===== src/rtl/pht_update_queue.sv =====
// rtl/pht_update_queue.sv - commit-side PHT update FIFO feeding the branch-repair bus
//
// Buffers up to two resolved conditional branches per cycle from commit and
// drains one PHT update per cycle when the repair bus is granted.
// Optional feature: define PHT_UPD_FILTER_EN to drop updates that cannot
// change a saturated counter (correct prediction into an already-saturated
// counter in the same direction).
//
// Ports:
//   clk                  clock, all state on rising edge
//   rst                  asynchronous active-low reset
//   CMT_valid_i[1:0]     per-slot resolved branch valid, slot 0 older
//   CMT_vAddr_i[63:0]    {slot1, slot0} branch VAddr
//   CMT_checkPoint_i     {slot1, slot0} 2-bit PHT counter from predict time
//   CMT_predTake_i       predicted direction per slot
//   CMT_realTake_i       resolved direction per slot
//   CMT_ready_o          at least two free entries
//   FU_repairGrant_i     repair bus granted this cycle
//   FU_repairAction_w_o  NEED_REPAIR bit + PHT_ACTION field of the head
//   FU_allCheckPoint_w_o PHT_CHECK_COUNT field = head checkpoint
//   FU_erroVAddr_w_o     head branch VAddr
//   FU_correctTake_w_o   head resolved direction

`ifndef REPAIR_ACTION
`define REPAIR_ACTION 4
`endif
`ifndef NEED_REPAIR
`define NEED_REPAIR 0
`endif
`ifndef PHT_ACTION
`define PHT_ACTION 2:1
`endif
`ifndef PHT_REPAIRE
`define PHT_REPAIRE 2'b01
`endif
`ifndef PHT_DIRECT
`define PHT_DIRECT 2'b10
`endif
`ifndef ALL_CHECKPOINT
`define ALL_CHECKPOINT 8
`endif
`ifndef PHT_CHECK_COUNT
`define PHT_CHECK_COUNT 1:0
`endif

module pht_update_queue #(
  parameter int DEPTH = 4
) (
  input  logic                        clk,
  input  logic                        rst,
  input  logic [1:0]                  CMT_valid_i,
  input  logic [63:0]                 CMT_vAddr_i,
  input  logic [3:0]                  CMT_checkPoint_i,
  input  logic [1:0]                  CMT_predTake_i,
  input  logic [1:0]                  CMT_realTake_i,
  output logic                        CMT_ready_o,
  input  logic                        FU_repairGrant_i,
  output logic [`REPAIR_ACTION-1:0]   FU_repairAction_w_o,
  output logic [`ALL_CHECKPOINT-1:0]  FU_allCheckPoint_w_o,
  output logic [31:0]                 FU_erroVAddr_w_o,
  output logic                        FU_correctTake_w_o
);

  localparam int AW = $clog2(DEPTH);
  localparam int CW = AW + 1;

  logic [CW-1:0] count_q, count_d;
  logic [AW-1:0] wptr_q, wptr_d, rptr_q, rptr_d;
  logic [31:0]   vaddr_q [DEPTH];
  logic [31:0]   vaddr_d [DEPTH];
  logic [1:0]    ckpt_q  [DEPTH];
  logic [1:0]    ckpt_d  [DEPTH];
  logic          take_q  [DEPTH];
  logic          take_d  [DEPTH];
  logic          mis_q   [DEPTH];
  logic          mis_d   [DEPTH];

  logic          ready;
  logic          nonempty;
  logic          pop;
  logic [1:0]    mis;
  logic [1:0]    keep;
  logic [AW-1:0] idx1;

  always_comb begin
    // Ready looks only at registered occupancy, never at this cycle's grant.
    ready    = (count_q <= CW'(DEPTH - 2));
    nonempty = (count_q != '0);
    pop      = nonempty & FU_repairGrant_i;

    for (int s = 0; s < 2; s++) begin
      mis[s] = CMT_predTake_i[s] ^ CMT_realTake_i[s];
`ifdef PHT_UPD_FILTER_EN
      // A correct prediction into a counter already saturated in that
      // direction leaves the counter unchanged, so it needs no update.
      keep[s] = CMT_valid_i[s] & ready &
                ~(~mis[s] &
                  (((CMT_checkPoint_i[2*s +: 2] == 2'b11) &  CMT_realTake_i[s]) |
                   ((CMT_checkPoint_i[2*s +: 2] == 2'b00) & ~CMT_realTake_i[s])));
`else
      keep[s] = CMT_valid_i[s] & ready;
`endif
    end

    // Slot 1 lands right behind slot 0 only when slot 0 actually took a slot.
    idx1 = wptr_q + AW'(keep[0]);

    for (int i = 0; i < DEPTH; i++) begin
      vaddr_d[i] = vaddr_q[i];
      ckpt_d[i]  = ckpt_q[i];
      take_d[i]  = take_q[i];
      mis_d[i]   = mis_q[i];
    end
    if (keep[0]) begin
      vaddr_d[wptr_q] = CMT_vAddr_i[31:0];
      ckpt_d[wptr_q]  = CMT_checkPoint_i[1:0];
      take_d[wptr_q]  = CMT_realTake_i[0];
      mis_d[wptr_q]   = mis[0];
    end
    if (keep[1]) begin
      vaddr_d[idx1] = CMT_vAddr_i[63:32];
      ckpt_d[idx1]  = CMT_checkPoint_i[3:2];
      take_d[idx1]  = CMT_realTake_i[1];
      mis_d[idx1]   = mis[1];
    end

    wptr_d  = wptr_q + AW'(keep[0]) + AW'(keep[1]);
    rptr_d  = rptr_q + AW'(pop);
    count_d = count_q + CW'(keep[0]) + CW'(keep[1]) - CW'(pop);
  end

  always_ff @(posedge clk or negedge rst) begin
    if (!rst) begin
      count_q <= '0;
      wptr_q  <= '0;
      rptr_q  <= '0;
      for (int i = 0; i < DEPTH; i++) begin
        vaddr_q[i] <= '0;
        ckpt_q[i]  <= '0;
        take_q[i]  <= 1'b0;
        mis_q[i]   <= 1'b0;
      end
    end else begin
      count_q <= count_d;
      wptr_q  <= wptr_d;
      rptr_q  <= rptr_d;
      for (int i = 0; i < DEPTH; i++) begin
        vaddr_q[i] <= vaddr_d[i];
        ckpt_q[i]  <= ckpt_d[i];
        take_q[i]  <= take_d[i];
        mis_q[i]   <= mis_d[i];
      end
    end
  end

  always_comb begin
    CMT_ready_o          = ready;
    FU_repairAction_w_o  = '0;
    FU_allCheckPoint_w_o = '0;
    FU_erroVAddr_w_o     = '0;
    FU_correctTake_w_o   = 1'b0;
    if (nonempty) begin
      FU_repairAction_w_o[`NEED_REPAIR]      = pop;
      FU_repairAction_w_o[`PHT_ACTION]       = mis_q[rptr_q] ? `PHT_REPAIRE : `PHT_DIRECT;
      FU_allCheckPoint_w_o[`PHT_CHECK_COUNT] = ckpt_q[rptr_q];
      FU_erroVAddr_w_o                       = vaddr_q[rptr_q];
      FU_correctTake_w_o                     = take_q[rptr_q];
    end
  end

endmodule

===== config.mk =====
export PLATFORM = sky130hd
export DESIGN_NAME = pht_update_queue
export DESIGN_NICKNAME = d
export VERILOG_FILES = /design/src/rtl/pht_update_queue.sv
export SDC_FILE = /design/constraint.sdc
export NUM_CORES = 1
export LEC_CHECK = 0
export CAP_MARGIN = 20
export CORE_AREA = 2 2 196 102
export CTS_CLUSTER_DIAMETER = 100
export DETAILED_ROUTE_END_ITERATION = 10
export DIE_AREA = 0 0 198 104
export PLACE_DENSITY = 0.78
export SLEW_MARGIN = 0
export SYNTH_ARGS = -nofsm -noshare
export SYNTH_HDL_FRONTEND = slang
export SYNTH_SLANG_ARGS = --single-unit

===== constraint.sdc =====
create_clock -name clk -period 3.7 [get_ports clk]
set_input_delay 1.11 -clock clk [delete_from_list [all_inputs] [get_ports clk]]
set_output_delay 1.11 -clock clk [all_outputs]
set_load 0.005 [all_outputs]

Yosys cells after proc, flatten, opt, wreduce, memory -nomap -nowiden --
Index checks and enable logic that the tools add are counted.
Word-level totals: bits of input ports 77, output and inout bits 46, bits in registers 151, word-level logic and storage cells 87
Operators by class: reduce and logical (&&, ||, !) cells 3, add/subtract/negate cells 6, bitwise logic cells 8, magnitude comparators 6, mux-type cells 45
Operators by type and width (count):
- 128-bit bitwise mux | 2
- 128-bit 2-to-1 mux | 2
- 32-bit 2-to-1 mux | 5
- 32-bit demux with 2-bit select | 2
- 32-bit binary-select mux with 2-bit select | 1
- 4-bit bitwise mux | 4
- 8-bit bitwise mux | 2
- 4-bit 2-to-1 mux | 4
- 8-bit 2-to-1 mux | 2
- 2-bit 2-to-1 mux | 6
- 3-bit >= comparator, second input constant | 3
- 2-bit NOT with 3-bit output | 3
- 2-bit demux with 2-bit select | 2
- 1-bit 2-to-1 mux | 7
- 2-bit by 1-bit adder with 2-bit output | 3
- 3-bit by 1-bit adder with 3-bit output | 2
- 3-bit by 1-bit less-than comparator with 1-bit output, second input constant | 2
- 1-bit binary-select mux with 2-bit select | 2
- 2-bit binary-select mux with 2-bit select | 1
- 1-bit demux with 2-bit select | 2
- 1-bit AND | 3
- 3-bit by 2-bit less-or-equal comparator with 1-bit output, second input constant | 1
- 3-bit 2-to-1 mux | 1
- 3-bit nonzero test | 1
- 3 further kinds | 5

Longest topological paths before layout --
Gate-level depths: netlist of run 1.
depth in word-level cells 10, depth in mapped cells 13

Least setup slack after synthesis of run 1 --
OpenSTA, ideal clock, no wires.
kind input to register, start point in CMT_valid_i[0], end point reg vaddr_q[65] in the netlist's numbering, setup slack 356 ps, stages 11, arrival 3203 ps, cell sequence nand4bb_1 > buf_2 > buf_4 > clkbuf_1 > o21ai_0 > ha_1 > xnor2_2 > buf_2 > o211ai_1 > clkbuf_1 > a31oi_1
RTL lines:
- start: declaration | RTL line 51 | input logic [1:0] CMT_valid_i,
- end signal: indexed assignment | RTL line 148 | vaddr_q[i] <= vaddr_d[i];
- end: declaration | RTL line 69 | logic [31:0] vaddr_q [DEPTH];

Worst setup path after layout of run 1 --
start point reg rptr_q[0], end point out FU_erroVAddr_w_o[10]
Between the ends: cells in the longest elaborated chain, start to end 5
Ends and longest elaborated chain:
- start: declaration | RTL line 68 | logic [AW-1:0] wptr_q, wptr_d, rptr_q, rptr_d;
- start signal: assignment | RTL line 146 | rptr_q <= rptr_d;
- 2-bit NOT with 3-bit output (implied by the code) | RTL line 166 | FU_erroVAddr_w_o = vaddr_q[rptr_q];
- 32-bit binary-select mux with 2-bit select | RTL line 166
- 32-bit 2-to-1 mux (implied by the code) (2 in a row) | RTL line 166
- 32-bit 2-to-1 mux | RTL line 162 | if (nonempty) begin
- end: declaration | RTL line 60 | output logic [31:0] FU_erroVAddr_w_o,
No other way between the ends. The select of a mux whose other input is x is not followed.

==> results.cfg, run 1 <==
[setup_path]
critPathArrivalTime_ns = 2.50
critPathLaunch = rptr_q[0]
required_ns = 2.59
cp-endpoint = FU_erroVAddr_w_o[10]
rr_startpoint = count_q[1]
crit_path_cell_trace = buf_12 -> mux4_2 -> nor2b_1 -> clkdlybuf4s50_1
ff2ff_setup_slack_ns = 0.62
ff2ff_path_depth = 10
worstSetupStartpointType = register
end_kind = primary output
slowest_stage = dfrtp_2
worstSetupPathType = reg2out
cpLargestDelayFamily = buffers and inverters
cp_num_buf_inv = 2
path_depth = 4
cp_max_fo = 18
critPathMaxStageDelay_ns = 0.63
timing.rr.end = vaddr_q[38]

[global_routing]
grt_start_max_net_pins = 126
antenna_found_initial = 2
grt_busiest_layer = met1
use_met3_pct = 18.9
grt_overflow = 0
met2_usage_pct = 53.9
grt.total_usage_pct = 40.6
met1_usage_pct = 56.7
grt_pass1_wl_mm = 65.2
grt_pass1_vias = 11200

[synth]
synthTopCellsByArea = dfrtp_1, o2111ai_1, a2111oi_0
ys_seq_area_share_pct = 35.2
netlist.area_leader.share_pct = 35.2
synth.avg_cell_area_um2 = 10.1
async_flop_share_pct = 100
post-synth-top-area-cell = dfrtp_1
syn_inst = 1061
synth_cell_types = 40
synth_common_cells = dfrtp_1, o211ai_1, o2111ai_1
synth.most_common_cell = dfrtp_1
synth_flop_cell = dfrtp_1
synth.cell_area_um2 = 10700
synth_edf_count = 0
ys_ff_latch = 151
ys_warn_count = 0

[place]
place_hpwl_mm = 21.8
dp_slack_ns = 0.230
gp_congestion = 0.839
port_buffers = 115

[sta]
hold_viol = 0
fin_ws_ns = 0.0883
slew_violations = 0
rsz0062_at_grt = no
hold_slack_ns = 0.581
clock_skew_ns = 0.0158
setup_violations = 0
fin_setup_tns_ns = 0
min_period_ns = 3.61
slew_headroom_pct = 20.7
max_freq_ghz = 0.277
worst_slew_pin_slew_ns = 1.19
finalCritPeriodShare_pct = 97.6

[floorplan]
start_util_pct = 56.6
die_w_um = 198
die_y_um = 104
rows = 36
dieArea_um2 = 20600
io-pin-count = 123
core_area_um2 = 19000

[cts]
clock_path_buffers = 2
root_buffer = clkbuf_16
clkLatencyLatePin_ns = 0.44
cts_setup_buffers = 0
cts.htree.levels = 4
cts_num_sinks = 151
cts_resized = 0
clk_pin_slew_ns = 0.07
hold_buffers = 0
cts_tree = done
cts_buffers = 17

[layout]
fill_cells = 1478
fin_nets = 1129
drive_gt1_share_pct = 12.8
ff_latch_area_um2 = 3780
syn2layout_area_growth_pct = 16.0
multi_input_area_um2 = 6090
final_util_pct = 65.7

[run]
cap_violations = 0

[detailed_routing]
drtIter0Drc = 2247
via_count = 11400
ant_nets = 0
first_pass_iters = 9
wl_mm = 42.0
viasPerCell = 8.62
drc = 0
wl_per_cell_um = 31.7

[pwr]
p_per_area_nw_per_um2 = 1020
ir_drop_mv = 0.744
leakage_nw = 3.89

[outcome]
status = completed

[min_path]
hp-class = reg2reg
-- kinds of logic (layout without fill, tap and decap cells) --
logic type,count (synthesis),after routing,share of synthesized area (%)
AO/OA/AOI/OAI,584,584,42.7
buffers and inverters,214,205,9.26
flip-flops,151,151,35.2
AND/OR/NAND/NOR,61,61,3.67
multiplexers,36,36,7.55
adder cells (fa/ha/maj),7,7,0.955
XOR/XNOR,7,7,0.641
other,1,8,0.0349
-- routing by layer --
metal	part of all wire, %	wire length, um	vias up
met5	0.031	13	-
met1	39	16500	5425
met4	3.3	1390	2
met2	41	17200	1209
li1	-	-	4591
met3	17	7020	192
-- state kept, by name, indices dropped and copies added, names as in the netlist --
signal and cells:
vaddr_q 128, count_q 3, wptr_q 2, ckpt_q 8, rptr_q 2, mis_q 4
take_q 4
-- cells in the final DEF (no fill, tap or decap), drive strengths merged, types with 2 or more instances in the layout --
master and count:
clkdlybuf4s50 113, a31oi 140, o2111ai 143, a2111oi 143, mux4 36, xor2 4, clkinvlp 2, o211ai 145
nand4bb 2, clkinv 8, nand2 4, xnor2 3, dfrtp 151, nor2b 40, conb 7, and2 3
a211oi 3, ha 5, nor2 2, nand2b 3, clkbuf 21, o211a 3, buf 50, o31ai 3
inv 10, nand4b 2, fa 2
-- worst min path at each step --
stage / cells after the start / from / endpoint
after detailed placement: 2 / vaddr_q[80] / vaddr_q[80]
after global routing: 2 / vaddr_q[87] / vaddr_q[87]
after floorplan: 1 / rptr_q[0] / rptr_q[0]
final: 2 / vaddr_q[80] / vaddr_q[80]
after global placement: 2 / vaddr_q[107] / vaddr_q[107]
after CTS: 2 / vaddr_q[11] / vaddr_q[11]
-- worst reg2reg max path, stage by stage, from the launching register on --
cell and delay (ns):
dfrtp_1 0.46, inv_1 0.18, ha_4 0.17, clkinv_2 0.05, o21ai_0 0.35, ha_1 0.47
xor2_4 0.15, buf_12 0.25, o211ai_1 0.12, buf_4 0.51, a31oi_1 0.22
-- power breakdown --
part / switching [mW] / internal [mW]
logic: 4.63 / 3.16
clock network: 0.781 / 0.944
registers: 0.644 / 2.55
-- area by class of cell --
class                   count  area share, %
diodes                      1         0.0201
clock buffers              21           3.61
clock inverters            11          0.803
inverters                  10          0.311
multi-input cells         702           48.9
flip-flops and latches    151           30.3
well taps                 266           2.67
repair buffers            163           13.3
-- metrics by stage --
| step | total power, mW | instance area [um2] | std cells |
|---|---|---|---|
| 6_report | 12.7 | 12500 | 1325 |
| 5_1_grt | 13.2 | 12500 | 1324 |
| 4_1_cts | 12.3 | 12500 | 1324 |
| 3_5_place_dp | 10.6 | 11900 | 1292 |
| 3_3_place_gp | 10.5 | 11900 | 1292 |
| 2_1_floorplan | 7.69 | 10800 | 1067 |
(Power assumes the default switching activity.)
==> inputs of run 2 (changes only) <==
--- a/config.mk
+++ b/config.mk
@@ -6,10 +6,10 @@
 export NUM_CORES = 1
 export LEC_CHECK = 0
 export CAP_MARGIN = 20
-export CORE_AREA = 2 2 196 102
+export CORE_AREA = 2 2 140 142
 export CTS_CLUSTER_DIAMETER = 100
 export DETAILED_ROUTE_END_ITERATION = 10
-export DIE_AREA = 0 0 198 104
+export DIE_AREA = 0 0 142 144
 export PLACE_DENSITY = 0.78
 export SLEW_MARGIN = 0
 export SYNTH_ARGS = -nofsm -noshare
==> results.cfg, run 2 (synthesis gave the netlist of run 1 again) <==
[outcome]
status = completed

[sta]
hold_viol = 0
fin_ws_ns = 0.141
slew_violations = 0
finalCritPeriodShare_pct = 96.2
setup_violations = 0
slew_headroom_pct = 22.9
fin_setup_tns_ns = 0
min_period_ns = 3.56
rsz0062_at_grt = no
clock_skew_ns = 0.0131
worst_slew_pin_slew_ns = 1.16
max_freq_ghz = 0.281

[global_routing]
grt_pass1_wl_mm = 62.9
grt_start_max_net_pins = 149
antenna_found_initial = 1
grt_pass1_vias = 11000
grt.total_usage_pct = 39.2
grt_overflow = 0

[detailed_routing]
first_pass_iters = 7
wl_mm = 40.8
viasPerCell = 8.87
drc = 0
ant_nets = 0
wl_per_cell_um = 31.3
via_count = 11600
drtIter0Drc = 2507

[layout]
syn2layout_area_growth_pct = 16.1
reg_top3 = vaddr_q x128, ckpt_q x8
fin_area_um2 = 12500
regMostFlops = vaddr_q
largest_register_ffs = 128
mostFrequentLayoutCells = dfrtp_1, o211ai_1, o2111ai_1, a2111oi_0, a31oi_1
fin_nets = 1139
fin_cells = 1306
fill_cells = 1510
drive_gt1_share_pct = 13.6
layout_commonest_cell = dfrtp_1

[setup_path]
slowest_stage = dfrtp_4
critPathArrivalTime_ns = 2.45
end_kind = primary output
worstSetupStartpointType = register
cp_max_fo = 13
crit_path_cell_trace = buf_12 -> mux4_2 -> nor2b_1 -> clkdlybuf4s50_1
required_ns = 2.59
critPathMaxStageDelay_ns = 0.59
worstSetupPathType = reg2out

[cts]
hold_buffers = 0
cts_num_sinks = 151
root_buffer = clkbuf_16
cts_tree = done
clock_path_buffers = 2
clk_pin_slew_ns = 0.06
clkLatencyLatePin_ns = 0.44
cts_buffers = 17
cts.htree.levels = 4

[place]
dp.cells = 1273
gp_congestion = 0.842
place_hpwl_mm = 21.7
place_area_um2 = 11900
dp_slack_ns = 0.211
port_buffers = 115

[floorplan]
die_w_um = 142
start_util_pct = 56.3
dieArea_um2 = 20400
die_y_um = 144
io-pin-count = 123
rows = 51
core_area_um2 = 19100

[pwr]
leakage_nw = 3.91
finalPower_mw = 12.6
ir_drop_mv = 0.630
p_per_area_nw_per_um2 = 1010

[run]
cap_violations = 0

[min_path]
hp-class = reg2reg
run 2: changes by cell type in the layout (fill, tap and decap cells not counted), sizes merged:
cell	delta
bufinv	-1
inv	+1
buf	+10
clkinv	-4
clkinvlp	+3
run 2: worst paths after layout:
check	cells past startpoint	start	end	slack (ns)
setup reg to reg	9	count_q[1]	vaddr_q[106]	0.49
hold / removal	2	vaddr_q[31]	vaddr_q[31]	0.58
hold reg to reg	2	vaddr_q[31]	vaddr_q[31]	0.58
min in group asynchronous	1	rst	rptr_q[0]	0.60
setup / recovery	4	rptr_q[1]	FU_erroVAddr_w_o[15]	0.14
max in group asynchronous	2	rst	vaddr_q[77]	2.34
run 2: repair_timing:
| item | 4_1_cts | 5_1_grt |
|---|---|---|
| resized for setup | 0 | 1 |
| setup endpoints to repair | 0 | 2 |
| hold endpoints to repair | 0 | 0 |
| setup buffers | 0 | 1 |
run 2: metal layers:
layer	global-route usage [%]	up-vias	share of wire (%)
met1	54.4	5561	38
met5	0	-	0
met3	11.7	223	14
met4	18.6	0	4.6
met2	56.6	1192	43
li1	-	4614	-
run 2: layout make-up:
| type | count | area, um2 | share of cell area [%] |
|---|---|---|---|
| multi-input cells | 702 | 6070 | 48.7 |
| flip-flops and latches | 151 | 3780 | 30.3 |
| repair buffers | 173 | 1730 | 13.8 |
| clock buffers | 21 | 480 | 3.85 |
| well taps | 238 | 298 | 2.39 |
| clock inverters | 10 | 70.1 | 0.562 |
| inverters | 10 | 38.8 | 0.311 |
| diodes | 1 | 2.50 | 0.0201 |
run 2: critical path, delay by kind of cell (launching register included):
family                 cells  cell delay (ns)
buffers and inverters      2             0.68
DFF                        1             0.59
muxes                      1             0.57
and+or+nand+nor            1             0.16
run 2: power breakdown:
part           total (mW)  internal (mW)  switching (mW)
Sequential           3.18           2.55           0.629
Combinational        7.77           3.21            4.57
Clock                1.68          0.926           0.752
Total                12.6           6.69            5.95
run 2: per-stage QoR:
| stage | hold WS (ns) | utilization (%) |
|---|---|---|
| floorplan | 0.461 | - |
| global placement | 0.558 | 62.4 |
| detailed placement | 0.574 | 62.4 |
| CTS | 0.582 | 65.3 |
| global route | 0.599 | 65.4 |
| finish | 0.584 | 65.4 |
==> inputs of run 3 (changes only) <==
--- a/config.mk
+++ b/config.mk
@@ -6,11 +6,11 @@
 export NUM_CORES = 1
 export LEC_CHECK = 0
 export CAP_MARGIN = 20
-export CORE_AREA = 2 2 140 142
+export CORE_AREA = 2 2 158 160
 export CTS_CLUSTER_DIAMETER = 100
 export DETAILED_ROUTE_END_ITERATION = 10
-export DIE_AREA = 0 0 142 144
-export PLACE_DENSITY = 0.78
+export DIE_AREA = 0 0 160 162
+export PLACE_DENSITY = 0.63
 export SLEW_MARGIN = 0
 export SYNTH_ARGS = -nofsm -noshare
 export SYNTH_HDL_FRONTEND = slang
==> results.cfg, run 3 (synthesis gave the netlist of run 1 again) <==
[outcome]
status = completed

[detailed_routing]
met2_length_mm = 19.9
wl_per_cell_um = 31.7
first_pass_iters = 6
viasPerCell = 8.10
via_count = 11300
drtIter0Drc = 1735
met1_length_mm = 18.0
wl_mm = 44.0
ant_nets = 0
wl_met3_mm = 5.02
drc = 0
highest_layer = met4

[global_routing]
grt_overflow = 0
grt_pass1_vias = 11300
grt.total_usage_pct = 33.5
grt_pass1_wl_mm = 68.6
grt_start_max_net_pins = 149
antenna_found_initial = 0

[sta]
clock_skew_ns = 0.0158
hold_viol = 0
setup_violations = 0
max_freq_ghz = 0.281
slew_headroom_pct = 21.0
worst_slew_pin_slew_ns = 1.19
slew_violations = 0
min_period_ns = 3.55
rsz0062_at_grt = no
finalCritPeriodShare_pct = 96.1
fin_setup_tns_ns = 0

[setup_path]
cp_max_fo = 16
slowest_stage = dfrtp_4
crit_path_cell_trace = buf_4 -> mux4_2 -> nor2b_1 -> clkdlybuf4s50_1
critPathArrivalTime_ns = 2.44
required_ns = 2.59
critPathMaxStageDelay_ns = 0.69
end_kind = primary output
cp_num_buf_inv = 2
worstSetupPathType = reg2out
worstSetupStartpointType = register
cpLargestDelayFamily = buffers and inverters

[pwr]
p_per_area_nw_per_um2 = 1020
seqPwrFrac_pct = 24.9
p_comb_share_pct = 60.5
swShare_pct = 47.3
power_switching_mw = 6.06
ir_drop_mv = 0.663
clockPowerShare_pct = 14.7
finalPower_mw = 12.8
leakage_nw = 3.90
p_int_mw = 6.76

[layout]
mostFrequentLayoutCells = dfrtp_1, o211ai_1, o2111ai_1, a2111oi_0, a31oi_1
reg_top3 = vaddr_q x128, ckpt_q x8
drive_gt1_share_pct = 13.5
diodes = 0
layout_commonest_cell = dfrtp_1
fin_nets = 1136
regMostFlops = vaddr_q
fin_area_um2 = 12600
largest_register_ffs = 128
syn2layout_area_growth_pct = 17.1

[cts]
hold_buffers = 0
cts.htree.levels = 4
root_buffer = clkbuf_16
cts_setup_buffers = 0
cts_num_sinks = 151
cts_tree = done
cts_buffers = 17
clock_path_buffers = 2
clk_pin_slew_ns = 0.06
clkLatencyLatePin_ns = 0.44

[floorplan]
core_area_um2 = 24100
dieArea_um2 = 25900
start_util_pct = 44.6
io-pin-count = 123
rows = 57
die_y_um = 162
die_w_um = 160

[place]
port_buffers = 115
place_hpwl_mm = 22.7
place_area_um2 = 12000
gp_congestion = 0.799

[min_path]
hp-class = reg2reg

[run]
cap_violations = 0
## run 3: changes by cell type in the layout (fill, tap and decap cells not counted), sizes merged
cell,change
buf,-3
bufinv,+3
clkbuf,-2
diode,-1
## run 3: final cells by class
type                    instances  area (um2)
repair buffers                170        1640
multi-input cells             702        6090
flip-flops and latches        151        3780
inverters                      10        38.8
clock inverters                13         171
well taps                     324         405
clock buffers                  19         443
fillers                      2228       11500
## run 3: stage by stage
stage	utilization (%)	setup WS [ns]	hold slack (ns)	std cells
floorplan	-	0.356	0.461	1067
global placement	49.6	0.275	0.563	1357
detailed placement	49.6	0.225	0.571	1357
CTS	52.2	0.143	0.581	1389
global route	52.2	0.0561	0.593	1389
finish	52.2	0.145	0.579	1389
## run 3: timing repair
item	CTS	global route
hold endpoints to repair	0	0
resized for setup	1	0
endpoints found under the setup margin	3	0
## run 3: power groups by stage
stage                     sequential [mW]  combinational (mW)  clock, mW
after floorplan                      2.87                4.82          0
after global placement               3.16                7.46          0
after detailed placement             3.17                7.51          0
after CTS                            3.15                7.54       1.89
after global routing                 3.27                8.17       1.95
final                                3.19                7.75       1.88
## run 3: path summary, 6_finish.rpt
check / start / endpoint / slack, ns / cells after the start
setup / recovery: rptr_q[0] / FU_erroVAddr_w_o[15] / 0.15 / 4
hold / removal: vaddr_q[33] / vaddr_q[33] / 0.58 / 2
setup reg to reg: count_q[1] / vaddr_q[76] / 0.74 / 9
hold reg to reg: vaddr_q[33] / vaddr_q[33] / 0.58 / 2
max in group asynchronous: rst / ckpt_q[2] / 2.26 / 2
min in group asynchronous: rst / rptr_q[1] / 0.67 / 1
## run 3: worst min-delay path, cell delays in order (launching register included)
cell and delay, ns:
dfrtp_1 0.37, o211ai_1 0.08, a31oi_1 0.08
## run 3: per-layer routing
layer | up-vias | global-route usage, %
li1 | 4595 | -
met1 | 5600 | 47.6
met3 | 109 | 7.41
met2 | 950 | 49.7
met5 | - | 0
met4 | 0 | 13.6
==> variant 1: new RTL, config.mk and constraints of run 2 <==
Change the macro `ALL_CHECKPOINT` from 8 to 9.
--- a/src/rtl/pht_update_queue.sv
+++ b/src/rtl/pht_update_queue.sv
@@ -37,7 +37,7 @@
 `define PHT_DIRECT 2'b10
 `endif
 `ifndef ALL_CHECKPOINT
-`define ALL_CHECKPOINT 8
+`define ALL_CHECKPOINT 9
 `endif
 `ifndef PHT_CHECK_COUNT
 `define PHT_CHECK_COUNT 1:0
Interface: changed (resized FU_allCheckPoint_w_o); port bits go from 123 to 124. The function was not compared with the original's and may differ.
==> variant 1 against run 2 <==
Register-to-register slack better by 0.06 ns. Wire length down 0.45%. Total power up 0.43%. Fmax up 2.5%. Sequential power up 1%. Critical path depth unchanged. Area after synthesis about the same. Clock power up 8%. Worst setup slack better by 0.088 ns. Cell area about the same. Combinational power down 2%. Sequential cell count unchanged. Largest power group unchanged. Highest routed layer unchanged.
==> variant 1: results (changes against run 2) <==
| Metric | Value |
|---|---|
| Status | `completed (unchanged)` |
| Hold_sp | `vaddr_q[63]$_DFF_PN0_ (was vaddr_q[31]$_DFF_PN0_)` |
| Tot GR Track Use | `39.7% (was 39.2%)` |
| Seq/Total Area, Yosys | `35.2% (about the same)` |
| Crit path to | `FU_allCheckPoint_w_o[1] (was FU_erroVAddr_w_o[15])` |
| Pint | `6.77 mW (was 6.69 mW)` |
| Share of layout cells above drive strength 1 | `13.2% (was 13.6%)` |
| Critical Path Start | `rptr_q[0]$_DFF_PN0_ (was rptr_q[1]$_DFF_PN0_)` |
| Fillers | `1512 (was 1510)` |
| Final hold slack | `0.580 ns (was 0.584 ns)` |
| Worst slew margin | `30.5% (was 22.9%)` |
| CP peak stage delay | `0.67 ns (was 0.59 ns)` |
| Top post-synthesis cells by area | `dfrtp_1 35%, o2111ai_1 12%, a2111oi_0 12% (unchanged)` |
| Final min period | `3.47 ns (was 3.56 ns)` |
| Largest net degree at the start of global routing | `93 (was 149)` |
| Sequential portion of the cell area | `30.3% (about the same)` |
| Avg Synthesized Cell Area | `10.1 um2 (about the same)` |
| Fin nets | `1135 (was 1139)` |
| Vias in the first global route | `11173 (was 10973)` |
| CP max FO | `17 (was 13)` |
| Reg2Reg Capture Point | `vaddr_q[16]$_DFF_PN0_ (was vaddr_q[106]$_DFF_PN0_)` |
| LEAKAGE | `3.89 nW (was 3.91 nW)` |
| Signal buf overhead | `13.4% (was 13.8%)` |
| Max VDD drop | `0.638 mV (was 0.630 mV)` |
| Placement Cell Area | `0.0119 mm2 (about the same)` |
## variant 1: cell count changes in the layout (fill, tap and decap cells not counted), moves of 2 or more
| cell | change |
|---|---|
| clkinvlp_4 | +2 |
| bufinv_16 | +2 |
| buf_4 | -3 |
| inv_6 | -2 |
| clkinv_2 | -3 |
## variant 1: timing repair
item	4_1_cts	5_1_grt
endpoints found under the setup margin	0	4
hold buffers	0	0
resized for setup	0	1
## variant 1: power by group through the flow
stage,clock network (mW),registers [mW],logic [mW]
CTS,1.81,3.17,7.41
global route,1.88,3.28,8.02
floorplan,0,2.87,4.82
finish,1.82,3.22,7.64
detailed placement,0,3.17,7.37
global placement,0,3.14,7.25
## variant 1: cells by family after synthesis
logic type | synth area share [%]
compound gates | 42.7
other cells | 0.0349
xor+xnor | 0.640
mux | 7.54
buf+inv | 9.32
flops | 35.2
simple gates | 3.67
fa+ha+maj | 0.955
==> variant 2: new RTL, flow settings as in run 2 <==
Without the edit above. Reset style: synchronous (`rst`), changed in one clocked block. Comments in the files are not updated.
--- a/src/rtl/pht_update_queue.sv
+++ b/src/rtl/pht_update_queue.sv
@@ -129,7 +129,7 @@
     count_d = count_q + CW'(keep[0]) + CW'(keep[1]) - CW'(pop);
   end
 
-  always_ff @(posedge clk or negedge rst) begin
+  always_ff @(posedge clk) begin
     if (!rst) begin
       count_q <= '0;
       wptr_q  <= '0;
Function: differs if rst is asserted again (counterexample within 4 cycles, from zero or initial values and one cycle with rst low); with rst held inactive, the same outputs for 4 cycles.
==> variant 2 against run 2 <==
Worst setup slack gained 0.057 ns. Global-route usage shrank 16 points. Sequential cell count is the same. Sequential power shrank 24%. Cell area shrank 22%. Hold slack lost 0.12 ns. Highest routed layer unchanged. Via count shrank 34%. Critical path depth grew 2. Total power shrank 43%. Wire length shrank 42%. Core utilization shrank 14 points. Cell count shrank 2.3%. Area after synthesis shrank 28%.
==> variant 2: results (changes against run 2) <==
| Metric | Value |
|---|---|
| Worst reg-to-reg path cell count | `12 (was 9)` |
| Switching Share | `36.3% (was 47.1%)` |
| Final hold slack | `0.468 ns (was 0.584 ns)` |
| Initial drt markers | `743 (was 2507)` |
| Final Skew | `0.0111 ns (was 0.0131 ns)` |
| Fin nets | `1110 (was 1139)` |
| Slowest CP cell | `clkdlybuf4s50_1 (was dfrtp_4)` |
| Dpl ws | `0.187 ns (was 0.211 ns)` |
| Top FF cell, synth | `dfxtp_1 (was dfrtp_1)` |
| Fin crit share | `94.7% (was 96.2%)` |
| Final HPWL DP | `14600 um (was 21700 um)` |
| Status | `completed (unchanged)` |
| Arrival time of the worst setup path | `2.39 ns (was 2.45 ns)` |
| CP max FO | `8 (was 13)` |
| First-pass GRT wire length | `37400 um (was 62900 um)` |
| Share of layout cells above drive strength 1 | `11.2% (was 13.6%)` |
| R2R Setup Slk | `0.35 ns (was 0.49 ns)` |
| Top post-synthesis cells by area | `dfxtp_1 39%, nand2_1 14%, a31oi_1 11% (was dfrtp_1 35%, o2111ai_1 12%, a2111oi_0 12%)` |
| Commonest cells post-synth | `286 x nand2_1, 151 x dfxtp_1, 140 x a31oi_1, 140 x o21ai_0, 59 x clkbuf_1 (was 151 x dfrtp_1, 145 x o211ai_1, 143 x o2111ai_1, 142 x a2111oi_0, 140 x a31oi_1)` |
| Hold_sp | `vaddr_q[1][6]$_SDFF_PN0_ (was vaddr_q[31]$_DFF_PN0_)` |
| CP peak stage delay | `0.53 ns (was 0.59 ns)` |
| Met1 Use GR | `28.9% (was 54.4%)` |
| Max VDD drop | `0.414 mV (was 0.630 mV)` |
| Placement Cell Area | `0.00912 mm2 (was 0.0119 mm2)` |
| Worst slew margin | `41.7% (was 22.9%)` |
| Multiplexer area fraction after synthesis | `10.4% (was 7.55%)` |
| Total power | `7.20 mW (was 12.6 mW)` |
| P_comb | `3.02 mW (was 7.77 mW)` |
| Avg Synthesized Cell Area | `8.21 um2 (was 10.1 um2)` |
| First-pass DRT Iterations | `6 (was 7)` |
| Routed WL | `23800 um (was 40800 um)` |
| Reg2Reg Capture Point | `vaddr_q[3][14]$_SDFF_PN0_ (was vaddr_q[106]$_DFF_PN0_)` |
| Initial antenna violation count | `0 (was 1)` |
| Hold path endpoint | `vaddr_q[1][6]$_SDFF_PN0_ (was vaddr_q[31]$_DFF_PN0_)` |
| Vias in the first global route | `7230 (was 10973)` |
| Crit path to | `CMT_ready_o (was FU_erroVAddr_w_o[15])` |
| Share of Yosys cell area claimed by the top area cell type | `38.8% (was 35.2%)` |
| P_clk | `1.75 mW (was 1.68 mW)` |
| Synth Area in XOR/XNOR | `0.788% (was 0.641%)` |
| Synth cell types | `30 (was 40)` |
-- variant 2: cell types whose count changed after synthesis, moves of 5 or more --
cell	before	now
nand2_1	4	286
dfrtp_1	151	0
dfxtp_1	0	151
o211ai_1	145	0
o2111ai_1	143	0
a2111oi_0	142	0
o21ai_0	1	140
clkbuf_1	134	59
buf_2	42	8
nor2_1	1	9
and2_1	2	8
buf_1	5	0
-- variant 2: layer usage --
| layer | vias up | share of wire (%) |
|---|---|---|
| met4 | 0 | 1.6 |
| met2 | 449 | 49 |
| li1 | 3495 | - |
| met1 | 3615 | 39 |
| met5 | - | 0 |
| met3 | 37 | 11 |
-- variant 2: kinds of logic after synthesis --
group	after synthesis
DFF	151
adders and majority gates	7
AOI/OAI and AO/OA	296
buffers and inverters	102
xor gates and xnor gates	7
other	1
muxes	36
and+or+nand+nor	348
-- variant 2: final cells by class --
cell class	count	area, um2
clock buffer	21	470
clock inverter	10	119
fill	1717	9370
inverter	9	33.8
multi-input combinational	701	4310
sequential	151	3030
tap	238	298
timing repair buffer	146	1460
